### src/rtl/quad_decoder.sv
// quad_decoder: quadrature decoder with step/dir pulses, wrap-around position and illegal-transition count.
// Optional per-phase glitch filter is compiled in with QDEC_GLITCH_FILTER_EN.
module quad_decoder #(
   parameter int WIDTH      = 16,
   parameter int FILTER_LEN = 3
) (
   input  logic             clk,
   input  logic             rst_n,
   input  logic             quad_a,
   input  logic             quad_b,
   input  logic             load,
   input  logic [WIDTH-1:0] load_val,
   input  logic             clr_err,
   output logic             step,
   output logic             dir,
   output logic [WIDTH-1:0] position,
   output logic             err,
   output logic [7:0]       err_cnt
);
   localparam logic [WIDTH-1:0] ONE = 1;
   if (WIDTH < 2 || FILTER_LEN < 1) begin : g_bad_param
      $error("quad_decoder: WIDTH must be >= 2 and FILTER_LEN >= 1");
   end
   logic [1:0]       s1_q, s2_q, warm_q, prev_q, cur, chg;
   logic             primed_q, primed_d, step_q, step_d, dir_q, dir_d, err_q, err_d;
   logic             legal, illegal, up;
   logic [WIDTH-1:0] pos_q, pos_d;
   logic [7:0]       cnt_q, cnt_d;
   // warm_q delays priming until the synchronizer holds real input levels
   always_ff @(posedge clk or negedge rst_n)
      if (!rst_n) begin
         s1_q   <= 2'b00;
         s2_q   <= 2'b00;
         warm_q <= 2'b00;
      end else begin
         s1_q   <= {quad_a, quad_b};
         s2_q   <= s1_q;
         warm_q <= {warm_q[0], 1'b1};
      end
`ifdef QDEC_GLITCH_FILTER_EN
   localparam int CW = $clog2(FILTER_LEN + 1);
   logic [1:0]    f_q;
   logic [CW-1:0] fc_q [2];
   // Filter is seeded straight from the synchronizer until the decoder primes
   always_ff @(posedge clk or negedge rst_n)
      if (!rst_n) begin
         f_q   <= 2'b00;
         fc_q  <= '{default: '0};
      end else begin
         for (int k = 0; k < 2; k++) begin
            if (!primed_q || s2_q[k] == f_q[k] || fc_q[k] == CW'(FILTER_LEN - 1)) begin
               fc_q[k] <= '0;
               f_q[k]  <= s2_q[k];
            end else begin
               fc_q[k] <= fc_q[k] + CW'(1);
            end
         end
      end
   assign cur = f_q;
`else
   assign cur = s2_q;
`endif
   assign chg     = cur ^ prev_q;
   assign legal   = primed_q && ^chg;
   assign illegal = primed_q && &chg;
   assign up      = prev_q[0] ^ cur[1];
   always_comb begin
      primed_d = primed_q | warm_q[1];
      step_d   = legal;
      dir_d    = legal ? up : dir_q;
      pos_d    = load ? load_val : legal ? (up ? pos_q + ONE : pos_q - ONE) : pos_q;
      err_d    = illegal | (err_q & ~clr_err);
      cnt_d    = illegal ? (clr_err ? 8'd1 : (&cnt_q ? cnt_q : cnt_q + 8'd1)) : clr_err ? 8'd0 : cnt_q;
   end
   always_ff @(posedge clk or negedge rst_n)
      if (!rst_n) begin
         primed_q <= 1'b0;
         prev_q   <= 2'b00;
         step_q   <= 1'b0;
         dir_q    <= 1'b1;
         pos_q    <= '0;
         err_q    <= 1'b0;
         cnt_q    <= 8'd0;
      end else begin
         primed_q <= primed_d;
         prev_q   <= primed_q ? cur : s2_q;
         step_q   <= step_d;
         dir_q    <= dir_d;
         pos_q    <= pos_d;
         err_q    <= err_d;
         cnt_q    <= cnt_d;
      end
   assign step     = step_q;
   assign dir      = dir_q;
   assign position = pos_q;
   assign err      = err_q;
   assign err_cnt  = cnt_q;
endmodule

### config.mk
export PLATFORM = sky130hd
export DESIGN_NAME = quad_decoder
export DESIGN_NICKNAME = d
export VERILOG_FILES = /design/src/rtl/quad_decoder.sv
export SDC_FILE = /design/constraint.sdc
export NUM_CORES = 1
export LEC_CHECK = 0
export ABC_AREA = 1
export BUFFER_PORTS_ARGS = -buffer_cell sky130_fd_sc_hd__buf_2
export CAP_MARGIN = 0
export CORE_UTILIZATION = 45
export CTS_CLUSTER_SIZE = 30
export DETAILED_ROUTE_END_ITERATION = 8
export PLACE_DENSITY = 0.67
export SYNTH_ARGS = -nofsm -noshare
export SYNTH_HDL_FRONTEND = slang
export SYNTH_SLANG_ARGS = --single-unit
### constraint.sdc
create_clock -name clk -period 3.1 [get_ports clk]
set_input_delay 0.62 -clock clk [delete_from_list [all_inputs] [get_ports clk]]
set_output_delay 0.62 -clock clk [all_outputs]
set_load 0.05 [all_outputs]
==> flow_metrics.tcl, run 1 <==
set metrics [dict create \
    status "completed" \
    antenna_left 0 \
    ys_ff_latch 36 \
    cp.arrival_ns 2.18 \
    drt_iter0_drc 142 \
    synthFlopType "dfrtp_1" \
    fmax_ghz 0.500 \
    design.core.area_um2 5170 \
    antenna_found_initial 0 \
    crit_buf_inv 2 \
    dp_slack_ns 1.11 \
    holdWs_ns 0.347 \
    crit_cells 12 \
    place_congestion 0.856 \
    peakVddDrop_mv 0.247 \
    root_buffer "clkbuf_8" \
    whs_path_depth 0 \
    synth_area_leaders "dfrtp_1, nand2_1, inv_1" \
    crit_top_cell "nand2_1" \
    min_period_over_period_pct 64.5 \
    fin_worst_skew_ns 0.00620 \
    cts_sinks 36 \
    areaGrowthSynthToFinish_pct 15.2 \
    die_w_um 75.8 \
    synth_edf_count 0 \
    finalSetupTns_ns 0 \
    crit_family "simple AND/OR/NAND/NOR gates" \
    path_class "reg2reg" \
    cts_buffers 5 \
    regArea_um2 902 \
    avgSynthCellArea_um2 6.81 \
    synth.distinct_cells 30 \
    rsz0062_at_grt "false" \
    min_path_type "reg2reg" \
    cp_max_fo 6 \
    worst_setup_path_end_kind "register" \
    grt_max_degree 37 \
    yosys.area.top_type "dfrtp_1" \
    ys_seq_area_share_pct 36.8 \
    finalHoldViolations 0 \
    max_stage_delay_ns 0.40 \
    cts_resized 0 \
    synthesis.nets 385 \
    finalInstanceArea_um2 2820 \
    hpwl_um 4270 \
    grt_overflow_total 0 \
    required_ns 3.28 \
    wl_per_cell_um 12.1 \
    crit_path_top_delay_cell "dfrtp_1" \
    portBuffers 48 \
    avgViaCountPerCell 5.01 \
    clkTransAtPathRegs_ns 0.08 \
    clkLatencyLatePin_ns 0.29 \
    crit_chain "ha_1 -> nand2_1 -> nor2_1 -> nand2_1 -> nor2_1 -> nand2_1 -> o21ai_2 -> inv_1 -> nor2_1 -> inv_1 -> nand2_1 -> a21oi_1" \
    grt_pass1_vias 2177 \
    floorplan.initialDensity_pct 47.4 \
    p_per_area_nw_per_um2 617 \
    io_pins 49 \
    die_area_um2 5750 \
    tightest_slew_ns 0.815 \
    reg2reg_depth 12 \
    cts_tree "done" \
    leakage_nw 1.55 \
    nFillCells 520 \
    routed_wl_um 5790 \
    cts_setup_buffers 0 \
    min_period_ns 2.00 \
    ys_warn_count 0 \
    syn_area_um2 2450 \
    synth_top_area_share_pct 35.7 \
    drive_gt1_share_pct 20.7 \
    die_h_um 75.8 \
    maxCapViolCount 0 \
    rows 26 \
    cp-start-kind "register" \
    drc_errors 0 \
    clockBufferDepth 2 \
    nNetsFinal 434 \
    vias 2405 \
    firstDrtPassIters 4 \
    grt_pass1_wl_um 9610 \
    antennaDiodeCount 0 \
    slew_headroom_pct 45.7 \
    setup_viol 0 \
    postSynthCellCount 360 \
    cts_hold_buf 0 \
    place_area_um2 2740 \
    track_usage_pct 22.2 \
    htreeDepth 2 \
    synth-async-reset-ratio_pct 100 \
    multi_input_comb_area_um2 1270 \
    drv_slew 0 \
    fin_ws_ns 1.10 \
]
[final cells by class]
class | instances | share of cell area (%)
Clock buffer | 5 | 2.44
Clock inverter | 3 | 0.665
Inverter | 61 | 8.11
Multi-Input combinational cell | 256 | 45.0
Sequential cell | 36 | 31.9
Tap cell | 70 | 3.10
Timing Repair Buffer | 49 | 8.77
[worst paths after layout]
path | from | slack [ns] | to
worst min register to register | warm_q[0]$_DFF_PN0_ | 0.35 | warm_q[1]$_DFF_PN0_
worst max register to register | err_cnt[0]$_DFFE_PN0P_ | 1.10 | err_cnt[6]$_DFFE_PN0P_
min in group asynchronous | rst_n | 0.41 | position[4]$_DFFE_PN0P_
max in group asynchronous | rst_n | 2.17 | err_cnt[5]$_DFFE_PN0P_
worst min-delay path | warm_q[0]$_DFF_PN0_ | 0.35 | warm_q[1]$_DFF_PN0_
worst max-delay path | err_cnt[0]$_DFFE_PN0P_ | 1.10 | err_cnt[6]$_DFFE_PN0P_
[per-layer routing]
layer	global-route usage [%]	wire length (um)	share of wire [%]	vias up
li1	-	-	-	1233
met1	29.8	2740	47	1104
met2	36.1	2660	46	60
met3	4.37	332	5.7	8
met4	6.58	62	1.1	0
met5	0	0	0	-
[power by group]
part / leakage, nW / internal (mW) / total [mW] / switching [mW]
clock: 0.0479 / 0.157 / 0.343 / 0.186
combinational: 1.06 / 0.218 / 0.808 / 0.590
sequential: 0.439 / 0.536 / 0.593 / 0.0560
total: 1.55 / 0.911 / 1.74 / 0.832
[flip-flops by register name (all words and copies together) (netlist names)]
name and count:
cur 2, dir 1, err 1, err_cnt 8
position 16, prev_q 2, primed_q 1, s1_q 2
step 1, warm_q 2
[synth_stat cells, types with 5 or more instances]
cell and count:
nand2_2 12, o21bai_1 5, nand2_1 117, inv_2 7, a41oi_1 8, dfrtp_1 35, o21ai_0 18, inv_1 54
xor2_1 6, nand3_1 35, a21oi_1 12, nor2_1 22
[kinds of logic (layout without fill, tap and decap cells)]
kind of cell	after synthesis	count (layout)	synth area share, %
other cells	1	1	0.153
simple gates	192	192	33.6
flops	36	36	36.8
xor+xnor	7	7	2.50
compound gates	53	53	14.0
buf+inv	68	118	11.4
fa+ha+maj	3	3	1.53
[layout by cell type, fill, tap and decap left out, types with 2 or more instances in the layout]
cell type    n
nand2_1    117
inv_1       54
buf_2       48
nand3_1     35
dfrtp_1     35
nor2_1      22
o21ai_0     18
nand2_2     12
a21oi_1     12
a41oi_1      8
inv_2        7
xor2_1       6
o21bai_1     5
clkbuf_8     5
o211ai_1     3
ha_1         3
nand2_4      2
a41o_1       2
nor2_2       2
clkinv_2     2
[per-stage QoR]
stage | power (mW) | util, % | std cells
after global placement | 1.40 | 52.9 | 472
after floorplan | 1.22 | - | 360
final | 1.74 | 54.6 | 480
after CTS | 1.76 | 54.6 | 480
after global routing | 1.87 | 54.6 | 480
after detailed placement | 1.41 | 52.9 | 472
Note: power is estimated with default switching activity, not from simulation.
==> run 2, diff against run 1 <==
--- a/config.mk
+++ b/config.mk
@@ -11,7 +11,7 @@
 export CORE_UTILIZATION = 45
 export CTS_CLUSTER_SIZE = 30
 export DETAILED_ROUTE_END_ITERATION = 8
-export PLACE_DENSITY = 0.67
+export PLACE_DENSITY = 0.7
 export SYNTH_ARGS = -nofsm -noshare
 export SYNTH_HDL_FRONTEND = slang
 export SYNTH_SLANG_ARGS = --single-unit
==> constraint.sdc (replaced) <==
create_clock -name clk -period 1.6 [get_ports clk]
set_input_delay 0.32 -clock clk [delete_from_list [all_inputs] [get_ports clk]]
set_output_delay 0.32 -clock clk [all_outputs]
set_load 0.05 [all_outputs]
==> run 2 against run 1 <==
  * The run now ends with negative setup slack left
  * Die area stayed put
  * Sequential power is 99% higher
  * Clock power is 140% higher
  * Cell area is 36% higher
  * Critical path type unchanged
==> flow_metrics.tcl, run 2 (same netlist as run 1, synthesis figures left out) <==
set metrics [dict create \
    routed_wl_um 8390 \
    io_pins 49 \
    track_usage_pct 26.7 \
    worst_setup_path_end_kind "register" \
    die_h_um 75.8 \
    grt_pass1_vias 2477 \
    path_class "reg2reg" \
    antennaDiodeCount 0 \
    nFillCells 386 \
    fin_worst_skew_ns 0.00992 \
    clkLatencyLatePin_ns 0.30 \
    firstDrtPassIters 5 \
    die_area_um2 5750 \
    multi_input_comb_area_um2 1650 \
    rsz0062_at_grt "true" \
    cts_buffers 5 \
    internal_power_mw 2.40 \
    vias 2908 \
    finalInstanceArea_um2 3850 \
    drc_errors 0 \
    avgViaCountPerCell 5.29 \
    switching_share_pct 45.7 \
    p_per_area_nw_per_um2 1150 \
    finalSetupTns_ns -3.94 \
    holdWs_ns 0.127 \
    cp.arrival_ns 2.02 \
    p_clk_share_pct 18.9 \
    clkTransAtPathRegs_ns 0.08 \
    crit_chain "buf_6 -> nand2_8 -> nand3_4 -> nand2_2 -> inv_1 -> ha_2 -> inv_2 -> nand2_4 -> nand2_2 -> nand3_4 -> xor2_1 -> o21bai_4" \
    hpwl_um 4980 \
    cp_max_fo 5 \
    portBuffers 48 \
    antenna_left 0 \
    place_congestion 0.923 \
    clockBufferDepth 2 \
    r2r_setup_slack_ns -0.24 \
    crit_path_top_delay_cell "dfrtp_2" \
    finalHoldViolations 0 \
    rows 26 \
    violations "negative setup slack" \
    min_period_over_period_pct 115 \
    grt_pass1_wl_um 11300 \
    status "finished, violations left" \
    regArea_um2 920 \
    leakage_nw 1.97 \
    comb_power_share_pct 54.3 \
    nNetsFinal 504 \
    wl_per_cell_um 15.3 \
    setup_viol 24 \
    min_path_type "in2reg" \
    htreeDepth 2 \
    design.core.area_um2 5170 \
    final_cell_mix "nand2_1, buf_4, buf_2" \
    min_period_ns 1.84 \
    peakVddDrop_mv 0.594 \
    cts_sinks 36 \
    p_sw_mw 2.02 \
    root_buffer "clkbuf_8" \
    drv_slew 0 \
    place_area_um2 3190 \
    maxCapViolCount 0 \
    cp-start-kind "register" \
    max_stage_delay_ns 0.46 \
    antenna_found_initial 0 \
    cts_tree "done" \
    power_frac_seq_pct 26.8 \
    final_common_cell "nand2_1" \
    required_ns 1.78 \
    fin_ws_ns -0.238 \
    fmax_ghz 0.544 \
    grt_overflow_total 0 \
    drive_gt1_share_pct 50.4 \
    die_w_um 75.8 \
    final_core_util_pct 74.4 \
    power_mw 4.42 \
    grt_max_degree 23 \
    drt_iter0_drc 302 \
    areaGrowthSynthToFinish_pct 57.0 \
    largest_reg_flops 16 \
    floorplan.initialDensity_pct 47.4 \
]
==> run 2: power by group through the flow <==
stage,Clock (mW),Combinational (mW),Sequential (mW)
after floorplan,0,0.858,1.58
after global placement,0,1.89,1.18
after detailed placement,0,1.91,1.19
after CTS,0.836,2.03,1.17
after global routing,0.881,2.57,1.20
final,0.835,2.40,1.18
==> run 2: through the flow <==
step,setup slack [ns],std cells
after CTS,-0.183,536
after global placement,-0.222,516
after global routing,-0.324,550
after detailed placement,-0.244,516
final,-0.238,550
after floorplan,-0.320,360
==> run 2: worst paths after layout <==
path	start	end	cells after the start
setup / recovery	prev_q[0]$_DFF_PN0_	position[4]$_DFFE_PN0P_	12
hold / removal	quad_a	s1_q[1]$_DFF_PN0_	1
setup reg to reg	prev_q[0]$_DFF_PN0_	position[4]$_DFFE_PN0P_	12
hold reg to reg	warm_q[0]$_DFF_PN0_	warm_q[1]$_DFF_PN0_	0
max in group asynchronous	rst_n	dir$_DFFE_PN1P_	3
min in group asynchronous	rst_n	position[3]$_DFFE_PN0P_	2
==> run 2: critical path, delay by kind of cell, from the launching register on <==
kind	cells	cell delay [ns]
buffers and inverters	3	0.27
DFF	1	0.46
AOI/OAI and AO/OA	1	0.07
and+or+nand+nor	6	0.49
xor gates and xnor gates	1	0.27
adders and majority gates	1	0.16
==> run 2: area by class of cell <==
class                      count  area share [%]
multi-input combinational    257            42.9
clock buffer                   6            1.89
clock inverter                 2           0.911
timing repair buffer         118            21.9
sequential                    36            23.9
inverter                      61            6.21
tap                           70            2.28
==> run 2: metal layers <==
| layer | up-vias | GRT usage, % | part of all wire [%] |
|---|---|---|---|
| met5 | - | 0 | 0 |
| met2 | 162 | 44.8 | 49 |
| met3 | 32 | 4.50 | 7.3 |
| met4 | 0 | 10.7 | 2.8 |
| li1 | 1382 | - | - |
| met1 | 1332 | 34.0 | 41 |
==> run 2: repair_timing <==
action / in CTS / in global routing
pin swaps: 15 / 31
cloned: 1 / 1
endpoints found under the setup margin: 22 / 25
gates resized for setup: 36 / 67
setup buffers: 10 / 13
hold buffers: 1 / 0
endpoints found under the hold margin: 14 / 0
